[src/rtl/muldiv_seq.sv]
// Iterative multiply/divide unit holding the HI/LO register pair.
// MULT/MULTU use a shift-add loop over a 2*WIDTH accumulator and
// DIV/DIVU use a restoring divider. Both work on operand magnitudes.
// The signs are put back in a final fix-up cycle.
//
// Handshake: start is sampled only while the unit is idle (busy=0).
// A start seen while busy is dropped, not queued. done pulses for one
// cycle when hi/lo take a result. In that same cycle busy is already
// low, so a new start can be accepted back-to-back.
module muldiv_seq #(
  parameter int WIDTH = 32,
  parameter int CNT_W = 6
) (
  input  logic             clk,
  input  logic             rst,
  input  logic             start,
  input  logic [1:0]       op,
  input  logic [WIDTH-1:0] a,
  input  logic [WIDTH-1:0] b,
  input  logic             hi_we,
  input  logic             lo_we,
  input  logic [WIDTH-1:0] wdata,
  output logic             busy,
  output logic             done,
  output logic [WIDTH-1:0] hi,
  output logic [WIDTH-1:0] lo
);

  typedef enum logic [1:0] {
    S_IDLE = 2'd0,
    S_PREP = 2'd1,
    S_RUN  = 2'd2,
    S_FIX  = 2'd3
  } state_t;

  localparam logic [CNT_W-1:0] CNT_ONE  = CNT_W'(1);
  localparam logic [CNT_W-1:0] CNT_LAST = CNT_W'(WIDTH - 1);

  state_t             state;
  logic [1:0]         op_r;
  logic [WIDTH-1:0]   a_r;
  logic [WIDTH-1:0]   b_r;
  // Multiplicand for multiply, divisor for divide (magnitude).
  logic [WIDTH-1:0]   oper;
  // Multiply: {partial high, multiplier/product low}.
  // Divide:   {remainder, dividend/quotient}.
  logic [2*WIDTH-1:0] acc;
  logic [CNT_W-1:0]   cnt;
  logic               neg_lo;
  logic               neg_hi;
  logic               div_zero;

  logic               is_div;
  logic               is_signed;
  logic [WIDTH-1:0]   abs_a;
  logic [WIDTH-1:0]   abs_b;
  logic [WIDTH:0]     mul_sum;
  logic [2*WIDTH-1:0] mul_next;
  logic [WIDTH:0]     div_shift;
  logic [WIDTH:0]     div_diff;
  logic               div_ge;
  logic [2*WIDTH-1:0] div_next;
  logic [2*WIDTH-1:0] prod;
  logic [WIDTH-1:0]   quo;
  logic [WIDTH-1:0]   rem;
  logic [WIDTH-1:0]   fix_hi;
  logic [WIDTH-1:0]   fix_lo;

  assign busy      = (state != S_IDLE);
  assign is_div    = op_r[1];
  assign is_signed = ~op_r[0];

  // Operand magnitudes. The most-negative value maps to itself, and that
  // is the correct unsigned magnitude.
  always_comb begin
    abs_a = a_r;
    abs_b = b_r;
    if (is_signed && a_r[WIDTH-1]) abs_a = -a_r;
    if (is_signed && b_r[WIDTH-1]) abs_b = -b_r;
  end

  // One iteration of shift-add multiply and of restoring divide.
  always_comb begin
    mul_sum   = {1'b0, acc[2*WIDTH-1:WIDTH]} + (acc[0] ? {1'b0, oper} : '0);
    mul_next  = {mul_sum, acc[WIDTH-1:1]};
    div_shift = acc[2*WIDTH-1:WIDTH-1];
    div_diff  = div_shift - {1'b0, oper};
    div_ge    = (div_shift >= {1'b0, oper});
    if (div_ge) div_next = {div_diff[WIDTH-1:0], acc[WIDTH-2:0], 1'b1};
    else        div_next = {div_shift[WIDTH-1:0], acc[WIDTH-2:0], 1'b0};
  end

  // Sign fix-up and the divide-by-zero override, used in the FIX state.
  always_comb begin
    prod = neg_lo ? -acc : acc;
    quo  = neg_lo ? -acc[WIDTH-1:0] : acc[WIDTH-1:0];
    rem  = neg_hi ? -acc[2*WIDTH-1:WIDTH] : acc[2*WIDTH-1:WIDTH];
    if (!is_div) begin
      fix_hi = prod[2*WIDTH-1:WIDTH];
      fix_lo = prod[WIDTH-1:0];
    end else if (div_zero) begin
      fix_hi = a_r;
      fix_lo = '1;
    end else begin
      fix_hi = rem;
      fix_lo = quo;
    end
  end

  // Control FSM, datapath registers and the HI/LO pair.
  always_ff @(posedge clk or posedge rst) begin
    if (rst) begin
      state    <= S_IDLE;
      op_r     <= '0;
      a_r      <= '0;
      b_r      <= '0;
      oper     <= '0;
      acc      <= '0;
      cnt      <= '0;
      neg_lo   <= 1'b0;
      neg_hi   <= 1'b0;
      div_zero <= 1'b0;
      done     <= 1'b0;
      hi       <= '0;
      lo       <= '0;
    end else begin
      done <= 1'b0;
      case (state)
        S_IDLE: begin
          if (hi_we) hi <= wdata;
          if (lo_we) lo <= wdata;
          if (start) begin
            op_r  <= op;
            a_r   <= a;
            b_r   <= b;
            state <= S_PREP;
          end
        end
        S_PREP: begin
          // Product and quotient share the same sign rule.
          // The remainder takes the sign of the dividend.
          neg_lo   <= is_signed & (a_r[WIDTH-1] ^ b_r[WIDTH-1]);
          neg_hi   <= is_signed & a_r[WIDTH-1];
          div_zero <= (b_r == '0);
          if (is_div) begin
            acc  <= {{WIDTH{1'b0}}, abs_a};
            oper <= abs_b;
          end else begin
            acc  <= {{WIDTH{1'b0}}, abs_b};
            oper <= abs_a;
          end
          cnt   <= '0;
          state <= S_RUN;
        end
        S_RUN: begin
          acc <= is_div ? div_next : mul_next;
          cnt <= cnt + CNT_ONE;
          if (cnt == CNT_LAST) state <= S_FIX;
        end
        S_FIX: begin
          hi    <= fix_hi;
          lo    <= fix_lo;
          done  <= 1'b1;
          state <= S_IDLE;
        end
        default: state <= S_IDLE;
      endcase
    end
  end

endmodule

[config.mk]
export PLATFORM = sky130hd
export DESIGN_NAME = muldiv_seq
export DESIGN_NICKNAME = d
export VERILOG_FILES = /design/src/rtl/muldiv_seq.sv
export SDC_FILE = /design/constraint.sdc
export NUM_CORES = 1
export LEC_CHECK = 0
export BUFFER_PORTS_ARGS = -buffer_cell sky130_fd_sc_hd__buf_2
export CAP_MARGIN = 20
export CORE_MARGIN = 10
export CORE_UTILIZATION = 61
export CTS_CLUSTER_SIZE = 8
export DETAILED_ROUTE_END_ITERATION = 8
export HOLD_SLACK_MARGIN = 0.12
export PLACE_DENSITY = 0.9
export SYNTH_ARGS = -nofsm -noshare
export SYNTH_HDL_FRONTEND = slang
export SYNTH_SLANG_ARGS = --single-unit
[constraint.sdc]
create_clock -name clk -period 10.3 [get_ports clk]
set_input_delay 1.03 -clock clk [delete_from_list [all_inputs] [get_ports clk]]
set_output_delay 1.03 -clock clk [all_outputs]
set_load 0.005 [all_outputs]
==> results.json <==
{
  "netlist_instances": 2200,
  "critPathTopFamily": "compound AO/OA/AOI/OAI gates",
  "p_per_area_nw_per_um2": 431,
  "fp.dieArea_um2": 37900,
  "met1_grt_util": 0.437,
  "grt.overflow.total": 0,
  "wire_per_inst_um": 26.8,
  "cts_max_level": 2,
  "postCtsResizedCells": 0,
  "setup_violations": 0,
  "synth_top_area_cell": "dfrtp_1",
  "status": "complete, but fails checks",
  "grt_setup_unrepaired": "false",
  "synth.net_count": 2378,
  "critPathRequiredTime_ns": 10.69,
  "dr_total_vias": 18936,
  "power.leakage_nw": 8.95,
  "synth_area_leaders": "dfrtp_1 (32%), xnor2_1 (5.9%), ha_1 (4.9%)",
  "use_met3": 0.111,
  "yosys_warnings": 0,
  "via_count_of_the_first_global_routing_pass": 18294,
  "seq_area_frac_synth": 0.320,
  "cts.repair_timing.setup_buffer_count": 0,
  "starting_density_of_the_core": 0.622,
  "drc_errors": 16,
  "timing.final.crit_period_ns": 4.67,
  "post-synth-top-count-cell": "dfrtp_1",
  "global_route.peak_usage_layer": "met2",
  "final_area_um2": 20600,
  "post-place-cells": 2637,
  "vias_per_cell": 7.05,
  "maxSlewHeadroom": 0.236,
  "worst_pin_slew_ns": 1.14,
  "path_cells": "inv_1 -> nor2_1 -> ha_1 -> nand2b_1 -> a21oi_1 -> o311a_1 -> o41ai_1 -> buf_4 -> o31ai_1 -> a311oi_1 -> xor2_1 -> o22ai_1 -> a311o_1",
  "syn_to_final_growth_pct": 11.0,
  "worst_skew_pair.late_latency_ns": 0.53,
  "worst-path-max-fanout": 31,
  "critical_path_max_stage_delay_ns": 0.88,
  "initial_antenna_violation_count": 3,
  "detailedPlacementHpwl_um": 53100,
  "worst_ep_arrival_time_ns": 5.06,
  "postSynthRegisterBits": 238,
  "synth-edff-count": 0,
  "drt_pre_antenna_iters": 9,
  "fin_skew_ns": 0.0166,
  "hold_class": "register to register",
  "hold_violations_final": 0,
  "fin_tns_setup_ns": 0,
  "place_congestion": 1.02,
  "synthesized_area_um2": 18600,
  "wirelength_um": 71900,
  "drv_slew": 0,
  "place.port_buffers": 168,
  "cts.sink_count": 238,
  "placement.cell_area_um2": 19600,
  "synth_ff_type": "dfrtp_1",
  "tritoncts": "done",
  "timing.final.crit_share": 0.454,
  "floorplan.core_area_um2": 29900,
  "cts_inserted_buffers": 36,
  "die_height_um": 195,
  "fmaxAchievable_ghz": 0.214,
  "worstSetupEndpointType": "register",
  "cp-start-kind": "register",
  "cts_hold_repair.buffers": 0,
  "whs_ns": 0.473,
  "critical_path_buf_inv_count": 2,
  "cts.root.buffer_cell": "clkbuf_16",
  "timing_worst_setup_path_type": "register to register",
  "layoutNonFillerInstCount": 2685,
  "antenna_cells": 0,
  "grt_use_total": 0.359,
  "cts.reportedPaths.clkPinSlew_ns": 0.05,
  "fin_nets": 2467,
  "drtIter0Drc": 2779,
  "max_cap_violations": 0,
  "final_antenna_net_count": 0,
  "grt_start_max_net_pins": 83,
  "synth_top_area_frac": 0.320,
  "post_synth.cell_area_avg_um2": 8.45,
  "max-clock-path-buffers": 3,
  "worst_path_max_delay_cell": "inv_1",
  "grt_pass1_wl_um": 108000,
  "violated_checks": "DRC",
  "final.fill_count": 2368,
  "async_flop_share": 1.00,
  "global_route.usage.met2": 0.538,
  "netlist_top_cells_count": "dfrtp_1 (238), nand2_1 (222), nor2_1 (177)",
  "dieWidth_um": 195,
  "share_of_layout_cells_above_drive_strength_1": 0.159,
  "power.ir.vdd_worst_mv": 0.409,
  "synthDistinctLibCells": 85,
  "placementRows": 63,
  "design.portCount": 169
}
==> worst paths after layout <==
check / from / end / slack, ns / depth (start not counted)
hold reg to reg: lo[4] / lo[4] / 0.47 / 2
setup reg to reg: acc[0] / acc[55] / 5.63 / 13
hold / removal: lo[4] / lo[4] / 0.47 / 2
setup / recovery: acc[0] / acc[55] / 5.63 / 13
min in group asynchronous: rst / hi[29] / 0.56 / 2
max in group asynchronous: rst / op_r[1] / 8.43 / 4
==> flip-flops by register name, indices dropped and copies added (netlist names) <==
register / flops
acc: 64
a_r: 32
b_r: 32
hi: 32
lo: 32
oper: 32
cnt: 6
op_r: 2
state: 2
div_zero: 1
done: 1
neg_hi: 1
neg_lo: 1
==> final cells by class <==
class | count | area (µm²) | share of cell area
sequential | 238 | 5960 | 0.289
clock inverter | 3 | 32.5 | 0.00158
tap | 390 | 488 | 0.0236
clock buffer | 41 | 940 | 0.0455
multi-input combinational | 1724 | 11800 | 0.569
inverter | 91 | 349 | 0.0169
timing repair buffer | 198 | 1120 | 0.0544
==> cell families (layout without fill, tap and decap cells) <==
group                      Yosys count  count (layout)  synth area share
AOI/OAI and AO/OA                  699             699             0.249
and+or+nand+nor                    639             639             0.162
DFF                                238             238             0.320
buffers and inverters              238             333            0.0491
xor gates and xnor gates           163             163            0.0768
muxes                              148             148            0.0919
adders and majority gates           75              75            0.0513
==> metrics by stage <==
stage | util | power, mW | worst slack (ns)
detailed placement | 0.655 | 7.52 | 5.83
finish | 0.691 | 8.90 | 5.63
CTS | 0.688 | 8.63 | 5.81
floorplan | - | 5.81 | 2.74
global placement | 0.655 | 7.39 | 5.96
global route | 0.691 | 9.38 | 5.60
==> cells in the final DEF (no fill, tap or decap), types with 45 or more instances in the layout <==
| cell | instances |
|---|---|
| mux2i_1 | 65 |
| dfrtp_1 | 236 |
| nand2_1 | 221 |
| buf_2 | 168 |
| nor2_1 | 177 |
| o22ai_1 | 45 |
| inv_1 | 86 |
| o21ai_0 | 175 |
| mux2_2 | 72 |
| o211ai_1 | 59 |
| xnor2_1 | 126 |
| ha_1 | 70 |
| a21oi_1 | 133 |
==> layer usage <==
metal | up-vias | share of wire
li1 | 8246 | -
met1 | 8875 | 0.36
met2 | 1450 | 0.43
met3 | 365 | 0.13
met4 | 0 | 0.078
met5 | - | 0
==> worst min-delay path, cell delays in order (launching register included) <==
cell	delay, ns
dfrtp_1	0.33
nand2_1	0.05
o21ai_0	0.06
==> where the power goes <==
part | total [mW] | switching [mW] | leakage (nW) | internal, mW
Sequential | 2.20 | 0.797 | 2.90 | 1.40
Combinational | 5.63 | 3.46 | 5.58 | 2.17
Clock | 1.07 | 0.433 | 0.473 | 0.637
No activity file was read; power rests on OpenSTA's default activity.
